`src/rtl/ula_arbiter_if.sv`:
```
// Request/response and ULA-side signals of the two-port ULA arbiter.
// The arbiter uses the slave modport; requesters and the ULA sit on the master side.
interface ula_arbiter_if #(
    parameter int WIDTH = 8
);
    logic             req0_valid;
    logic             req0_ready;
    logic [WIDTH-1:0] req0_a;
    logic [WIDTH-1:0] req0_b;
    logic [2:0]       req0_op;

    logic             req1_valid;
    logic             req1_ready;
    logic [WIDTH-1:0] req1_a;
    logic [WIDTH-1:0] req1_b;
    logic [2:0]       req1_op;

    logic             rsp0_valid;
    logic             rsp0_ready;
    logic [WIDTH-1:0] rsp0_result;
    logic             rsp0_z;

    logic             rsp1_valid;
    logic             rsp1_ready;
    logic [WIDTH-1:0] rsp1_result;
    logic             rsp1_z;

    logic [WIDTH-1:0] src_a;
    logic [WIDTH-1:0] src_b;
    logic [2:0]       ula_control;
    logic [WIDTH-1:0] ula_result;
    logic             z;

    logic             busy;

    modport slave (
        input  req0_valid, req0_a, req0_b, req0_op,
        input  req1_valid, req1_a, req1_b, req1_op,
        input  rsp0_ready, rsp1_ready,
        input  ula_result, z,
        output req0_ready, req1_ready,
        output rsp0_valid, rsp0_result, rsp0_z,
        output rsp1_valid, rsp1_result, rsp1_z,
        output src_a, src_b, ula_control,
        output busy
    );

    modport master (
        output req0_valid, req0_a, req0_b, req0_op,
        output req1_valid, req1_a, req1_b, req1_op,
        output rsp0_ready, rsp1_ready,
        output ula_result, z,
        input  req0_ready, req1_ready,
        input  rsp0_valid, rsp0_result, rsp0_z,
        input  rsp1_valid, rsp1_result, rsp1_z,
        input  src_a, src_b, ula_control,
        input  busy
    );
endinterface

```
`src/rtl/ula_arbiter.sv`:
```
// Round-robin arbiter sharing one combinational ULA between two requesters,
// with a single outstanding transaction: accept, one execute cycle, then hold response.
module ula_arbiter #(
    parameter int WIDTH = 8
) (
    input logic          clk,
    input logic          rst,
    ula_arbiter_if.slave bus
);

    typedef enum logic [1:0] {
        IDLE = 2'd0,
        EXEC = 2'd1,
        RESP = 2'd2
    } state_t;

    state_t           state;
    state_t           state_next;

    logic             last;
    logic             owner;
    logic             grant0;
    logic             grant1;
    logic             accept;
    logic             rsp_done;

    logic [WIDTH-1:0] src_a;
    logic [WIDTH-1:0] src_b;
    logic [2:0]       ula_control;
    logic [WIDTH-1:0] result0;
    logic [WIDTH-1:0] result1;
    logic             z0;
    logic             z1;

    // Contested grant goes to the port not served last; uncontested to whoever asks.
    always_comb begin
        grant0 = 1'b0;
        grant1 = 1'b0;
        if (state == IDLE) begin
            grant0 = bus.req0_valid & (~bus.req1_valid | last);
            grant1 = bus.req1_valid & (~bus.req0_valid | ~last);
        end
    end

    assign accept   = grant0 | grant1;
    assign rsp_done = (state == RESP) & (owner ? bus.rsp1_ready : bus.rsp0_ready);

    always_comb begin
        state_next = state;
        case (state)
            IDLE:    if (accept)   state_next = EXEC;
            EXEC:                  state_next = RESP;
            RESP:    if (rsp_done) state_next = IDLE;
            default:               state_next = IDLE;
        endcase
    end

    always_ff @(posedge clk or posedge rst) begin
        if (rst) begin
            state <= IDLE;
        end else begin
            state <= state_next;
        end
    end

    always_ff @(posedge clk or posedge rst) begin
        if (rst) begin
            last        <= 1'b1;
            owner       <= 1'b0;
            src_a       <= '0;
            src_b       <= '0;
            ula_control <= '0;
        end else if (accept) begin
            last        <= grant1;
            owner       <= grant1;
            src_a       <= grant1 ? bus.req1_a  : bus.req0_a;
            src_b       <= grant1 ? bus.req1_b  : bus.req0_b;
            ula_control <= grant1 ? bus.req1_op : bus.req0_op;
        end
    end

    // Per-port result registers persist after the handshake; only rsp*_valid qualifies them.
    always_ff @(posedge clk or posedge rst) begin
        if (rst) begin
            result0 <= '0;
            result1 <= '0;
            z0      <= 1'b0;
            z1      <= 1'b0;
        end else if (state == EXEC) begin
            if (owner) begin
                result1 <= bus.ula_result;
                z1      <= bus.z;
            end else begin
                result0 <= bus.ula_result;
                z0      <= bus.z;
            end
        end
    end

    assign bus.req0_ready  = grant0;
    assign bus.req1_ready  = grant1;
    assign bus.rsp0_valid  = (state == RESP) & ~owner;
    assign bus.rsp1_valid  = (state == RESP) & owner;
    assign bus.rsp0_result = result0;
    assign bus.rsp1_result = result1;
    assign bus.rsp0_z      = z0;
    assign bus.rsp1_z      = z1;
    assign bus.src_a       = src_a;
    assign bus.src_b       = src_b;
    assign bus.ula_control = ula_control;
    assign bus.busy        = (state != IDLE);

endmodule

```
`src/flat_wrapper.sv`:
```
// flat-port wrapper written by rule: the top's interface ports become plain ports
module ula_arbiter_flat 
#(
    parameter int WIDTH = 8
)
  (clk, rst, bus_req0_valid, bus_req0_a, bus_req0_b, bus_req0_op, bus_req1_valid, bus_req1_a, bus_req1_b, bus_req1_op, bus_rsp0_ready, bus_rsp1_ready, bus_ula_result, bus_z, bus_req0_ready, bus_req1_ready, bus_rsp0_valid, bus_rsp0_result, bus_rsp0_z, bus_rsp1_valid, bus_rsp1_result, bus_rsp1_z, bus_src_a, bus_src_b, bus_ula_control, bus_busy);
  ula_arbiter_if #(.WIDTH(WIDTH)) bus_i ();
  input logic clk;
  input logic rst;
  input wire logic [$bits(bus_i.req0_valid)-1:0] bus_req0_valid;
  input wire logic [$bits(bus_i.req0_a)-1:0] bus_req0_a;
  input wire logic [$bits(bus_i.req0_b)-1:0] bus_req0_b;
  input wire logic [$bits(bus_i.req0_op)-1:0] bus_req0_op;
  input wire logic [$bits(bus_i.req1_valid)-1:0] bus_req1_valid;
  input wire logic [$bits(bus_i.req1_a)-1:0] bus_req1_a;
  input wire logic [$bits(bus_i.req1_b)-1:0] bus_req1_b;
  input wire logic [$bits(bus_i.req1_op)-1:0] bus_req1_op;
  input wire logic [$bits(bus_i.rsp0_ready)-1:0] bus_rsp0_ready;
  input wire logic [$bits(bus_i.rsp1_ready)-1:0] bus_rsp1_ready;
  input wire logic [$bits(bus_i.ula_result)-1:0] bus_ula_result;
  input wire logic [$bits(bus_i.z)-1:0] bus_z;
  output wire logic [$bits(bus_i.req0_ready)-1:0] bus_req0_ready;
  output wire logic [$bits(bus_i.req1_ready)-1:0] bus_req1_ready;
  output wire logic [$bits(bus_i.rsp0_valid)-1:0] bus_rsp0_valid;
  output wire logic [$bits(bus_i.rsp0_result)-1:0] bus_rsp0_result;
  output wire logic [$bits(bus_i.rsp0_z)-1:0] bus_rsp0_z;
  output wire logic [$bits(bus_i.rsp1_valid)-1:0] bus_rsp1_valid;
  output wire logic [$bits(bus_i.rsp1_result)-1:0] bus_rsp1_result;
  output wire logic [$bits(bus_i.rsp1_z)-1:0] bus_rsp1_z;
  output wire logic [$bits(bus_i.src_a)-1:0] bus_src_a;
  output wire logic [$bits(bus_i.src_b)-1:0] bus_src_b;
  output wire logic [$bits(bus_i.ula_control)-1:0] bus_ula_control;
  output wire logic [$bits(bus_i.busy)-1:0] bus_busy;
  assign bus_i.req0_valid = bus_req0_valid;
  assign bus_i.req0_a = bus_req0_a;
  assign bus_i.req0_b = bus_req0_b;
  assign bus_i.req0_op = bus_req0_op;
  assign bus_i.req1_valid = bus_req1_valid;
  assign bus_i.req1_a = bus_req1_a;
  assign bus_i.req1_b = bus_req1_b;
  assign bus_i.req1_op = bus_req1_op;
  assign bus_i.rsp0_ready = bus_rsp0_ready;
  assign bus_i.rsp1_ready = bus_rsp1_ready;
  assign bus_i.ula_result = bus_ula_result;
  assign bus_i.z = bus_z;
  assign bus_req0_ready = bus_i.req0_ready;
  assign bus_req1_ready = bus_i.req1_ready;
  assign bus_rsp0_valid = bus_i.rsp0_valid;
  assign bus_rsp0_result = bus_i.rsp0_result;
  assign bus_rsp0_z = bus_i.rsp0_z;
  assign bus_rsp1_valid = bus_i.rsp1_valid;
  assign bus_rsp1_result = bus_i.rsp1_result;
  assign bus_rsp1_z = bus_i.rsp1_z;
  assign bus_src_a = bus_i.src_a;
  assign bus_src_b = bus_i.src_b;
  assign bus_ula_control = bus_i.ula_control;
  assign bus_busy = bus_i.busy;
  ula_arbiter #(.WIDTH(WIDTH)) u_core (.clk(clk), .rst(rst), .bus(bus_i));
endmodule
```
`config.mk`:
```
export PLATFORM = sky130hd
export DESIGN_NAME = ula_arbiter_flat
export DESIGN_NICKNAME = d
export VERILOG_FILES = /design/src/rtl/ula_arbiter_if.sv /design/src/rtl/ula_arbiter.sv /design/src/flat_wrapper.sv
export SDC_FILE = /design/constraint.sdc
export NUM_CORES = 1
export LEC_CHECK = 0
export BUFFER_PORTS_ARGS = -buffer_cell sky130_fd_sc_hd__buf_2
export CELL_PAD_IN_SITES_DETAIL_PLACEMENT = 1
export CELL_PAD_IN_SITES_GLOBAL_PLACEMENT = 1
export CORE_ASPECT_RATIO = 0.75
export CORE_MARGIN = 5
export CORE_UTILIZATION = 36
export CTS_BUF_LIST = sky130_fd_sc_hd__clkbuf_16
export CTS_CLUSTER_SIZE = 30
export DETAILED_ROUTE_END_ITERATION = 10
export PLACE_DENSITY_LB_ADDON = 0.15
export SETUP_SLACK_MARGIN = 0.05
export SYNTH_ARGS = -nofsm -noshare
export SYNTH_HDL_FRONTEND = slang
export SYNTH_SLANG_ARGS = --single-unit
```
`constraint.sdc`:
```
create_clock -name clk -period 2.9 [get_ports clk]
set_clock_uncertainty 0.1 [all_clocks]
set_input_delay 0.435 -clock clk [delete_from_list [all_inputs] [get_ports clk]]
set_output_delay 0.435 -clock clk [all_outputs]
set_load 0.01 [all_outputs]
```
==> run metrics <==
Sw Ratio=between 30 and 40%; layout cell share with drive strength beyond 1=between 40% and 50%; post-synthesis mux area share=between 10% and 20%; CTS tree=built; Yosys cell types=22; Synth Area per Inst=around 11 um2; Area Overhead vs Synth=37.2%; Worst path top cell family by delay=buffers and inverters; Mapped Cells=about 170; CTS Root Cell=clkbuf_16; hold crit path type=input pin to asynchronous set/reset pin; first-pass iteration count of the detailed router=4; critical path class=flip-flop to primary output; P_leak=~1.3 nW; vias in the first global route=around 1800; GR Overflow Total=0; Final Hold Fails=0; Die Ht=72.6 um; XOR/XNOR Fraction of Synth Area=0%; CP max-delay cell=inv_1; maxcap violations=0; CTS Buf Count=5; Slew @ Worst Pin=0.854 ns; Clock Path Buffers=2; Yosys warnings=0; Synth Register Bits=approximately 40; Final WS setup=~0.93 ns; kind of end point of the critical path=primary output; Final Max Tran Viols=0; filler instances=~600; number of buffers and inverters on the critical path=2; vias post-DR=between 1500 and 2000; RSZ-0062 raised after global routing=false; Final Cycle Share=between 60% and 70%; CTS H-tree lvls=2; CP arrival=roughly 1.4 ns; initial drt markers=27; count of input and output buffers=94; # setup viols final=0; critical path cell sequence=nor2_2 > inv_1 > buf_2; Reg clk slew, reported paths=0.06 ns; Starting Density=37.8%; worst skew pair latency=roughly 0.28 ns; drt total wl=about 5.5 mm; DRC violations left=0; postcts setup bufs=0; Adder-Cell Fraction of Synth Area=0%; post-CTS resize count=0; Rows=22; clock sink count=41; worst rel slew slack=about 43%; ANT nets after route=0; Int Power=approximately 1.9 mW; CORE AREA=~0.005 mm2; largest net degree at the start of global routing=42; net switching power=around 1.1 mW; post-DR vias/cell=between 4 and 5; IO Pins=95; Flop pwr share=35.6%; CP Launch Type=flip-flop; Comb pwr share=roughly 44%; Die ar.=around 0.0068 mm2; Pwr Density=between 1000 and 1500 mW/mm2; CP Max Fanout=20; # diodes=0; pre-CTS setup slack=1.19 ns; Period minus WS final=about 2.0 ns; Tot GR Track Use=roughly 17%; syn_nets=between 200 and 250; Worst EP required=2.37 ns; status=completed; FMAX=roughly 0.51 GHz; WL per Instance=~16 um; post-synthesis sequential area ratio=a little over half; Simple-Gate Fraction of Synth Area=approximately 9%; final net count=about 320; hold_buf cts=0; gp weighted congestion=0.734; Syn Std Cell Area=roughly 0.0019 mm2; dpl hpwl=approximately 4.1 mm; Worst VDD drop=approximately 0.0004 V; first-pass GRT wire length=around 8.9 mm; setup_tns=0 ns; initial antenna violation count=0; Critical Path Max Stage Delay=0.42 ns; Synth Area in Compound Gates=between 10% and 20%; largest family of logic cells by synthesized area=compound AO/OA/AOI/OAI gates; Die X=between 90 and 100 um; Clk pwr share=between 20 and 25%
[cells in the mapped netlist (all sizes together)]
master | n | area share (%)
a21oi | 1 | 0.27
nor2 | 6 | 1.5
or2b | 1 | 0.40
nor3b | 1 | 0.66
mux2 | 19 | 13
o311ai | 19 | 8.8
a21o | 1 | 0.40
and2 | 1 | 0.33
or2 | 1 | 0.33
buf | 5 | 1.7
nand2b | 1 | 0.33
clkbuf | 7 | 1.4
dfstp | 1 | 1.4
nand3 | 19 | 5.1
nand2 | 2 | 0.40
o21ai | 21 | 5.6
dfrtp | 40 | 53
inv | 24 | 4.8
a31oi | 1 | 0.33
[metrics by stage]
step	power (mW)	std cells	utilization (%)	instance area [um2]	hold WS, ns
floorplan	1.85	171	-	1880	0.396
global placement	2.34	330	48.6	2420	0.386
detailed placement	2.38	330	48.6	2420	0.392
CTS	3.00	337	51.8	2580	0.258
global route	3.16	337	51.8	2580	0.284
finish	2.96	337	51.8	2580	0.232
[worst paths after layout]
check | startpoint | end | slack, ns | cells past startpoint
hold / removal | rst | u_core.bus.rsp0_result[1]$_DFFE_PP0P_ | 0.23 | 2
min in group clk | bus_req0_valid | u_core.last$_DFFE_PP1P_ | 0.27 | 2
setup reg to reg | u_core.state[1]$_DFFE_PP0P_ | u_core.bus.rsp1_result[2]$_DFFE_PP0P_ | 1.22 | 3
setup / recovery | u_core.state[1]$_DFFE_PP0P_ | bus_busy | 0.93 | 3
max in group asynchronous | rst | u_core.bus.src_a[7]$_DFFE_PP0P_ | 1.92 | 2
hold reg to reg | u_core.bus.rsp0_result[2]$_DFFE_PP0P_ | u_core.bus.rsp0_result[2]$_DFFE_PP0P_ | 0.40 | 1
[layer usage]
layer	track usage (%)	vias to the layer above	routed length (um)
li1	-	790	-
met1	21.9	814	2510
met2	27.3	50	2570
met3	5.15	4	374
met4	3.90	0	32
met5	0	-	0
[placed cells by master, fill, tap and decap left out, types with 2 or more instances in the layout]
cell type / n
buf_2: 94
buf_4: 5
clkbuf_16: 5
dfrtp_1: 40
inv_1: 23
mux2_2: 10
mux2_4: 9
nand2_1: 2
nand3_1: 19
nor2_1: 4
nor2_2: 2
o21ai_0: 20
o311ai_1: 19
[sequential cells by signal, summed over array words and instances, names as in the netlist]
name                    flops
u_core.bus.src_a            8
u_core.bus.rsp0_result      8
u_core.bus.rsp1_z           1
u_core.bus.src_b            8
u_core.bus.rsp1_result      8
u_core.bus.ula_control      3
u_core.state                2
u_core.last                 1
u_core.owner                1
u_core.bus.rsp0_z           1
[cell type report]
type,instances,area [um2],share of cell area (%)
sequential,41,1030,39.8
multi-input combinational,94,707,27.4
timing repair buffer,99,508,19.7
clock buffer,5,125,4.84
inverter,24,90.1,3.49
tap,72,90.1,3.49
clock inverter,2,35.0,1.36
[power by group through the flow]
| stage | logic [mW] | registers [mW] | clock network (mW) |
|---|---|---|---|
| final | 1.30 | 1.05 | 0.607 |
| after CTS | 1.32 | 1.06 | 0.620 |
| after global routing | 1.43 | 1.09 | 0.644 |
| after floorplan | 0.686 | 1.16 | 0 |
| after detailed placement | 1.32 | 1.06 | 0 |
| after global placement | 1.29 | 1.05 | 0 |
[logic make-up after synthesis]
logic type,Yosys count
muxes,19
AOI/OAI and AO/OA,43
buffers and inverters,36
and+or+nand+nor,32
DFF,41
(Power assumes the default switching activity.)
